[src/rtl/commit_controller_pkg.sv]
// Shared constants for the commit controller: default widths, zero values,
// boolean literals and the controller state encoding.
package commit_controller_pkg;

  // Default widths (bits)
  localparam int ROB_ID_TYPE  = 4;
  localparam int REG_POS_TYPE = 5;
  localparam int DATA_TYPE    = 32;
  localparam int ADDR_TYPE    = 32;

  // Zero values; ROB tag 0 means "no producer"
  localparam logic [ROB_ID_TYPE-1:0]  ZERO_ROB  = '0;
  localparam logic [REG_POS_TYPE-1:0] ZERO_REG  = '0;
  localparam logic [DATA_TYPE-1:0]    ZERO_WORD = '0;

  localparam logic TRUE  = 1'b1;
  localparam logic FALSE = 1'b0;

  // Controller states
  typedef enum logic [1:0] {
    CC_IDLE       = 2'd0,
    CC_WAIT_STORE = 2'd1,
    CC_FLUSH      = 2'd2
  } cc_state_e;

endpackage

[src/rtl/commit_controller_perf_counter.sv]
// Commit and mispredict event counters. Both wrap modulo 2^32.
// Only instantiated when COMMIT_PERF_EN is defined.
module commit_perf_counter (
  input  logic        clk,
  input  logic        rst,
  input  logic        i_commit,
  input  logic        i_rollback,
  output logic [31:0] o_commit_count,
  output logic [31:0] o_mispredict_count
);

  logic [1:0]  w_inc;
  logic [31:0] r_count [2];

  assign w_inc = {i_rollback, i_commit};

  genvar gi;
  generate
    for (gi = 0; gi < 2; gi++) begin : g_cnt
      // One free-running event counter per tracked event
      always_ff @(posedge clk or posedge rst) begin
        if (rst) begin
          r_count[gi] <= '0;
        end else if (w_inc[gi]) begin
          r_count[gi] <= r_count[gi] + 32'd1;
        end
      end
    end
  endgenerate

  assign o_commit_count     = r_count[0];
  assign o_mispredict_count = r_count[1];

endmodule

[src/rtl/commit_controller.sv]
// In-order retirement sequencer between the ROB head, register_file, the LSB
// store path and the fetcher. Commits ready heads one per cycle, hands stores
// to the LSB and waits for completion, and raises a rollback/jump on a
// mispredicted head followed by FLUSH_CYCLES dead cycles (FLUSH_CYCLES >= 1).
// Optional macro COMMIT_PERF_EN adds commit_count / mispredict_count ports.
module commit_controller
  import commit_controller_pkg::*;
#(
  parameter int ROB_ID_WIDTH  = ROB_ID_TYPE,
  parameter int REG_POS_WIDTH = REG_POS_TYPE,
  parameter int DATA_WIDTH    = DATA_TYPE,
  parameter int ADDR_WIDTH    = ADDR_TYPE,
  parameter int FLUSH_CYCLES  = 1
) (
  input  logic                     clk,
  input  logic                     rst,
  input  logic                     rdy,
  input  logic                     head_valid,
  input  logic                     head_ready,
  input  logic [ROB_ID_WIDTH-1:0]  head_rob_id,
  input  logic [REG_POS_WIDTH-1:0] head_rd,
  input  logic [DATA_WIDTH-1:0]    head_value,
  input  logic                     head_is_store,
  input  logic                     head_mispredict,
  input  logic [ADDR_WIDTH-1:0]    head_target_pc,
  output logic                     rob_pop,
  output logic                     store_commit_req,
  input  logic                     store_done,
  output logic                     commit_flag,
  output logic [REG_POS_WIDTH-1:0] rd_to_reg,
  output logic [ROB_ID_WIDTH-1:0]  Q_to_reg,
  output logic [DATA_WIDTH-1:0]    V_to_reg,
  output logic                     rollback_flag,
  output logic                     jump_flag,
  output logic [ADDR_WIDTH-1:0]    jump_pc
`ifdef COMMIT_PERF_EN
  ,
  output logic [31:0]              commit_count,
  output logic [31:0]              mispredict_count
`endif
);

  localparam int CNT_W = (FLUSH_CYCLES < 2) ? 1 : $clog2(FLUSH_CYCLES + 1);

  cc_state_e                r_state, w_state_next;
  logic [CNT_W-1:0]         r_flush_cnt, w_flush_cnt_next;
  logic                     r_store_req, w_store_req_next;
  logic                     r_commit, w_commit_next;
  logic [REG_POS_WIDTH-1:0] r_rd, w_rd_next;
  logic [ROB_ID_WIDTH-1:0]  r_q, w_q_next;
  logic [DATA_WIDTH-1:0]    r_v, w_v_next;
  logic                     r_rollback, w_rollback_next;
  logic                     r_jump, w_jump_next;
  logic [ADDR_WIDTH-1:0]    r_jump_pc, w_jump_pc_next;
  logic                     w_pop;
  logic                     w_head_go;

  assign w_head_go = head_valid & head_ready;

  // Next-state and next-output decode; everything holds unless rdy and the
  // current state says otherwise, and pulses default low so they never repeat
  always_comb begin
    w_state_next     = r_state;
    w_flush_cnt_next = r_flush_cnt;
    w_store_req_next = r_store_req;
    w_commit_next    = FALSE;
    w_rd_next        = r_rd;
    w_q_next         = r_q;
    w_v_next         = r_v;
    w_rollback_next  = FALSE;
    w_jump_next      = FALSE;
    w_jump_pc_next   = r_jump_pc;
    w_pop            = FALSE;
    if (rdy) begin
      case (r_state)
        CC_IDLE: begin
          if (w_head_go) begin
            if (head_is_store) begin
              // Stores retire only after the LSB confirms the write
              w_store_req_next = TRUE;
              w_state_next     = CC_WAIT_STORE;
            end else begin
              w_pop         = TRUE;
              w_commit_next = TRUE;
              w_rd_next     = head_rd;
              w_q_next      = head_rob_id;
              w_v_next      = head_value;
              if (head_mispredict) begin
                w_rollback_next  = TRUE;
                w_jump_next      = TRUE;
                w_jump_pc_next   = head_target_pc;
                w_flush_cnt_next = CNT_W'(FLUSH_CYCLES);
                w_state_next     = CC_FLUSH;
              end
            end
          end
        end
        CC_WAIT_STORE: begin
          if (store_done) begin
            w_pop            = TRUE;
            w_store_req_next = FALSE;
            w_state_next     = CC_IDLE;
          end
        end
        CC_FLUSH: begin
          // ROB content is stale here; count down dead cycles
          if (r_flush_cnt <= CNT_W'(1)) begin
            w_flush_cnt_next = '0;
            w_state_next     = CC_IDLE;
          end else begin
            w_flush_cnt_next = r_flush_cnt - CNT_W'(1);
          end
        end
        default: begin
          w_state_next     = CC_IDLE;
          w_flush_cnt_next = '0;
        end
      endcase
    end
  end

  // State and flush counter registers
  always_ff @(posedge clk or posedge rst) begin
    if (rst) begin
      r_state     <= CC_IDLE;
      r_flush_cnt <= '0;
    end else begin
      r_state     <= w_state_next;
      r_flush_cnt <= w_flush_cnt_next;
    end
  end

  // Registered outputs to register_file, LSB and fetcher
  always_ff @(posedge clk or posedge rst) begin
    if (rst) begin
      r_store_req <= FALSE;
      r_commit    <= FALSE;
      r_rd        <= REG_POS_WIDTH'(ZERO_REG);
      r_q         <= ROB_ID_WIDTH'(ZERO_ROB);
      r_v         <= DATA_WIDTH'(ZERO_WORD);
      r_rollback  <= FALSE;
      r_jump      <= FALSE;
      r_jump_pc   <= '0;
    end else begin
      r_store_req <= w_store_req_next;
      r_commit    <= w_commit_next;
      r_rd        <= w_rd_next;
      r_q         <= w_q_next;
      r_v         <= w_v_next;
      r_rollback  <= w_rollback_next;
      r_jump      <= w_jump_next;
      r_jump_pc   <= w_jump_pc_next;
    end
  end

  assign rob_pop          = w_pop & ~rst;
  assign store_commit_req = r_store_req;
  assign commit_flag      = r_commit;
  assign rd_to_reg        = r_rd;
  assign Q_to_reg         = r_q;
  assign V_to_reg         = r_v;
  assign rollback_flag    = r_rollback;
  assign jump_flag        = r_jump;
  assign jump_pc          = r_jump_pc;

`ifdef COMMIT_PERF_EN
  commit_perf_counter u_perf (
    .clk                (clk),
    .rst                (rst),
    .i_commit           (rob_pop),
    .i_rollback         (w_rollback_next),
    .o_commit_count     (commit_count),
    .o_mispredict_count (mispredict_count)
  );
`endif

endmodule

[config.mk]
export PLATFORM = sky130hd
export DESIGN_NAME = commit_controller
export DESIGN_NICKNAME = d
export VERILOG_FILES = /design/src/rtl/commit_controller_pkg.sv /design/src/rtl/commit_controller_perf_counter.sv /design/src/rtl/commit_controller.sv
export SDC_FILE = /design/constraint.sdc
export NUM_CORES = 1
export LEC_CHECK = 0
export ABC_AREA = 1
export CORE_UTILIZATION = 39
export CTS_CLUSTER_SIZE = 28
export DETAILED_ROUTE_END_ITERATION = 7
export PLACE_DENSITY_LB_ADDON = 0.2
export SKIP_CTS_REPAIR_TIMING = 1
export SLEW_MARGIN = 0
export SYNTH_ARGS = -nofsm -noshare
export SYNTH_HDL_FRONTEND = slang
export SYNTH_SLANG_ARGS = --single-unit
[constraint.sdc]
create_clock -name clk -period 4.7 [get_ports clk]
set_clock_uncertainty 0.2 [all_clocks]
set_input_delay 0.94 -clock clk [delete_from_list [all_inputs] [get_ports clk]]
set_output_delay 0.94 -clock clk [all_outputs]
set_load 0.05 [all_outputs]
# Yosys cells after proc, flatten, opt, wreduce, memory -nomap -nowiden
# Cells that the tools add are included.
# totals
reg_bits	79
in_bits	81
output_inout_bits	78
elab_cells	59
# op_classes
n_addsub	1
n_lt_le_gt_ge	1
eq_ne	9
mux	27
n_bitwise	5
reduce_logical	7
# op_table
operator	count
$reduce_and 5->1	4
$mux 1	18
$ne 2x2->1 const B	6
$mux 2	5
$pmux 2 s3	1
$pmux 1 s2	2
$reduce_and 4->1	1
$ne 3x3->1 const B	1
$not 1->1	3
$pmux 1 s3	1
$and 1x1->1	2
$eq 2x1->1 const B	1
$eq 2x2->1 const B	1
$logic_not 2->1	1
$reduce_bool 2->1	1
$le 1x1->1 const B	1
$sub 1x1->1 const B	1

# Logic depth before layout (Yosys ltp)
# logic_depth
word_depth	5
depth_mapped	8
mapped_depth_nobuf	7

# Worst setup path after synthesis
# OpenSTA, ideal clock, no wires.
# synth_timing
path_kind	input-to-output
start	input port rst
end	output port rob_pop
arrival_time_ns	3.518
required_ns	3.560
path_slack_ns	0.042
path_stages	3
path_buffers	0
cell_sequence	inv_1 > nand2_1 > a21oi_1
# synth_via
elab_chain_len	2
# synth_lines
item	line	source
from (decl)	commit_controller.sv:16	input logic rst,
$not 1->1	commit_controller.sv:156	assign rob_pop = w_pop & ~rst;
$and 1x1->1	commit_controller.sv:156	
to (decl)	commit_controller.sv:26	output logic rob_pop,
# No other way between the ends.

# Worst setup path in the final report
# layout_timing
start	input port head_valid
end	output port rob_pop
# layout_via
elab_chain_len	5
# layout_lines
item	line	source
from (decl)	commit_controller.sv:18	input logic head_valid,
$and 1x1->1	commit_controller.sv:58	assign w_head_go = head_valid & head_ready;
$mux 1	commit_controller.sv:77	if (w_head_go) begin
$pmux 1 s2	commit_controller.sv:75	case (r_state)
$mux 1	commit_controller.sv:74	if (rdy) begin
$and 1x1->1	commit_controller.sv:156	
# No other way between the ends.

==> summary.md <==
| Metric | Value |
|---|---|
| FMAX | `between 0.2 and 0.3 GHz` |
| Unrepaired setup endpoints after global routing | `false` |
| Syn_nets | `429` |
| Initial Util | `0.4124` |
| Std cell rows | `31` |
| Pin count of the biggest net entering global routing | `a little under 80` |
| H-tree depth | `3` |
| Vias | `roughly 2600` |
| WL per Instance | `between 10 and 15 um` |
| Type of the worst setup path | `input pin to output port` |
| # Max-Cap Violations | `0` |
| Placement Setup Slack | `0.8998 ns` |
| I/O pin cnt | `between 150 and 200` |
| Worst-Skew Late Latency | `around 0.33 ns` |
| ANT cells | `0` |
| Die H | `about 90 um` |
| PwrDens | `776.6 nW/um^2` |
| CTS tree | `built` |
| Crit end category | `output port` |
| Synth-to-layout area growth | `59.38%` |
| # setup viols final | `0` |
| Internal cell power | `slightly below 2000 uW` |
| Met1 Resource Use GR | `0.2292` |
| Root Driver | `clkbuf_8` |
| CTS sink cnt | `78` |
| Final worst path period share | `0.8061` |
| Maximum VDD drop | `0.4068 mV` |
| Footprint of the multi-input gates | `~970 um^2` |
| DRT Pass-1 Iters | `5` |
| 1st-iter DRT viols | `95` |
| Clk slew on worst S/H paths | `about 0.08 ns` |
| Commonest non-fill, non-tap cell in the layout | `nand2_1` |
| Post-Syn Area | `between 3000 and 4000 um^2` |
| Fin. max-slew vios | `0` |
| Final WS setup | `a little over 0.9 ns` |
| Ranking of synthesized cells by area | `dfrtp_1, nand2_1, buf_6` |
| HPWL Detailed | `5.328 mm` |
| Number of distinct library cells after synthesis | `16` |
| Switching Fraction | `0.4895` |
| Hold crit path type | `flip-flop to flip-flop` |
| Routability cong. | `about 0.7` |
| Worst setup SP type | `input pin` |
| Core Area | `~7400 um^2` |
| Top cell type's share of synthesized area | `0.6388` |
| Least-Margin Pin Slew | `about 0.95 ns` |
| Logic pwr share | `0.565` |
| Reg area | `1952 um^2` |
| DRC Markers | `0` |
| LEAKAGE | `0.002424 uW` |
| Sequential share of power | `0.304` |
| Status | `finished clean` |
| Net switching power | `1851 uW` |
| Gate Count Post-Synth | `348` |
| Hold Vio Cnt, Final | `0` |
| Clock Tree Buf Depth | `2` |
| Synthesized area per cell | `just under 9 um^2` |
| Nets@finish | `between 500 and 600` |
| Max-slew headroom | `0.3672` |
| First-pass GRT wire length | `about 13 mm` |
| CP Max Fanout | `2` |
| Register area share after synthesis | `0.6388` |
| Setup TNS Final | `0 ns` |
| GR Util met3 | `0.04125` |
| Yosys reg bits | `78` |
| Grt total ovfl | `0` |
| Clock power frac | `0.131` |
| Initial antenna violation count | `0` |
| Yosys warns | `0` |
| Die W | `between 90 and 100 um` |
| Fillers | `637` |
| GRT Util Overall | `0.1934` |
| Final worst path period need | `3.789 ns` |
| Layout cells sized above 1 | `0.04331` |
| Global route hottest layer | `met2` |
| Synth area leader | `dfrtp_1` |
| DIE AREA | `8192 um^2` |
| CTS buffer count | `9` |
| DR vias/cell | `roughly 4.4` |
| Vias in the first global route | `roughly 2600` |
| Global-route met2 utilization | `0.3270` |
| CP arrival | `2.65 ns` |
| DRT Wirelength | `7.621 mm` |
| Commonest cells after routing, fill and taps aside | `nand2_1, clkdlybuf4s50_1, dfrtp_1` |
| Post-DRT Antenna Nets | `0` |
| Worst path required time | `between 3 and 4 ns` |
| PortBufs | `approximately 160` |
metal layers:
layer | wire length (um) | part of all wire
met1 | 3166 | 0.42
met2 | 3733 | 0.49
met3 | 456 | 0.060
met4 | 264 | 0.035
met5 | 0 | 0
critical path: stages:
cell and delay, ns:
clkdlybuf4s50_1 0.46, nand2_1 0.08, inv_1 0.11, nand3_1 0.08, a21oi_1 0.14, clkdlybuf4s50_1 0.83
path summary, 6_finish.rpt:
check	from	end	slack, ns	cells past startpoint
min in group asynchronous	rst	store_commit_req$_DFFE_PP0P_	1.05	3
max in group asynchronous	rst	V_to_reg[9]$_DFFE_PP0P_	2.63	3
setup / recovery	head_valid	rob_pop	0.91	6
hold / removal	jump_pc[9]$_DFFE_PP0P_	jump_pc[9]$_DFFE_PP0P_	0.27	2
setup reg to reg	r_state[0]$_DFFE_PP0P_	jump_pc[10]$_DFFE_PP0P_	2.17	6
hold reg to reg	jump_pc[9]$_DFFE_PP0P_	jump_pc[9]$_DFFE_PP0P_	0.27	2
Yosys cell counts, drive strengths merged:
cell    instances
a21oi           1
buf            12
clkbuf          3
dfrtp          78
inv             9
nand2         233
nand3           4
nand4           1
nor2            6
o21ai           1
power groups by stage:
stage	clock network [uW]	registers [uW]	logic (uW)
floorplan	0	2230	296
global placement	0	1150	2130
detailed placement	0	1160	2150
CTS	510	1150	2160
global route	539	1190	2240
finish	495	1150	2140
metrics by stage:
step	cell area (um^2)	util	hold slack, ns	std cells	power [uW]
global route	4870	0.6573	0.2990	607	3965
detailed placement	4669	0.6303	0.2573	591	3308
finish	4870	0.6573	0.2720	607	3782
floorplan	3055	-	0.3360	348	2523
global placement	4669	0.6303	0.2534	591	3273
CTS	4870	0.6573	0.2758	607	3815
logic make-up (layout without fill, tap and decap cells):
| family | Yosys count | after routing | synth area share |
|---|---|---|---|
| and+or+nand+nor | 244 | 244 | 0.3141 |
| buffers and inverters | 24 | 184 | 0.04382 |
| DFF | 78 | 78 | 0.6388 |
| AOI/OAI and AO/OA | 2 | 2 | 0.003273 |
layout make-up:
| type | instances | area share |
|---|---|---|
| sequential | 78 | 0.4008 |
| timing repair buffer | 159 | 0.3263 |
| multi-input combinational | 246 | 0.1991 |
| clock buffer | 11 | 0.02903 |
| tap | 99 | 0.02544 |
| clock inverter | 5 | 0.01208 |
| inverter | 9 | 0.007194 |
No activity file was read; power rests on OpenSTA's default activity.
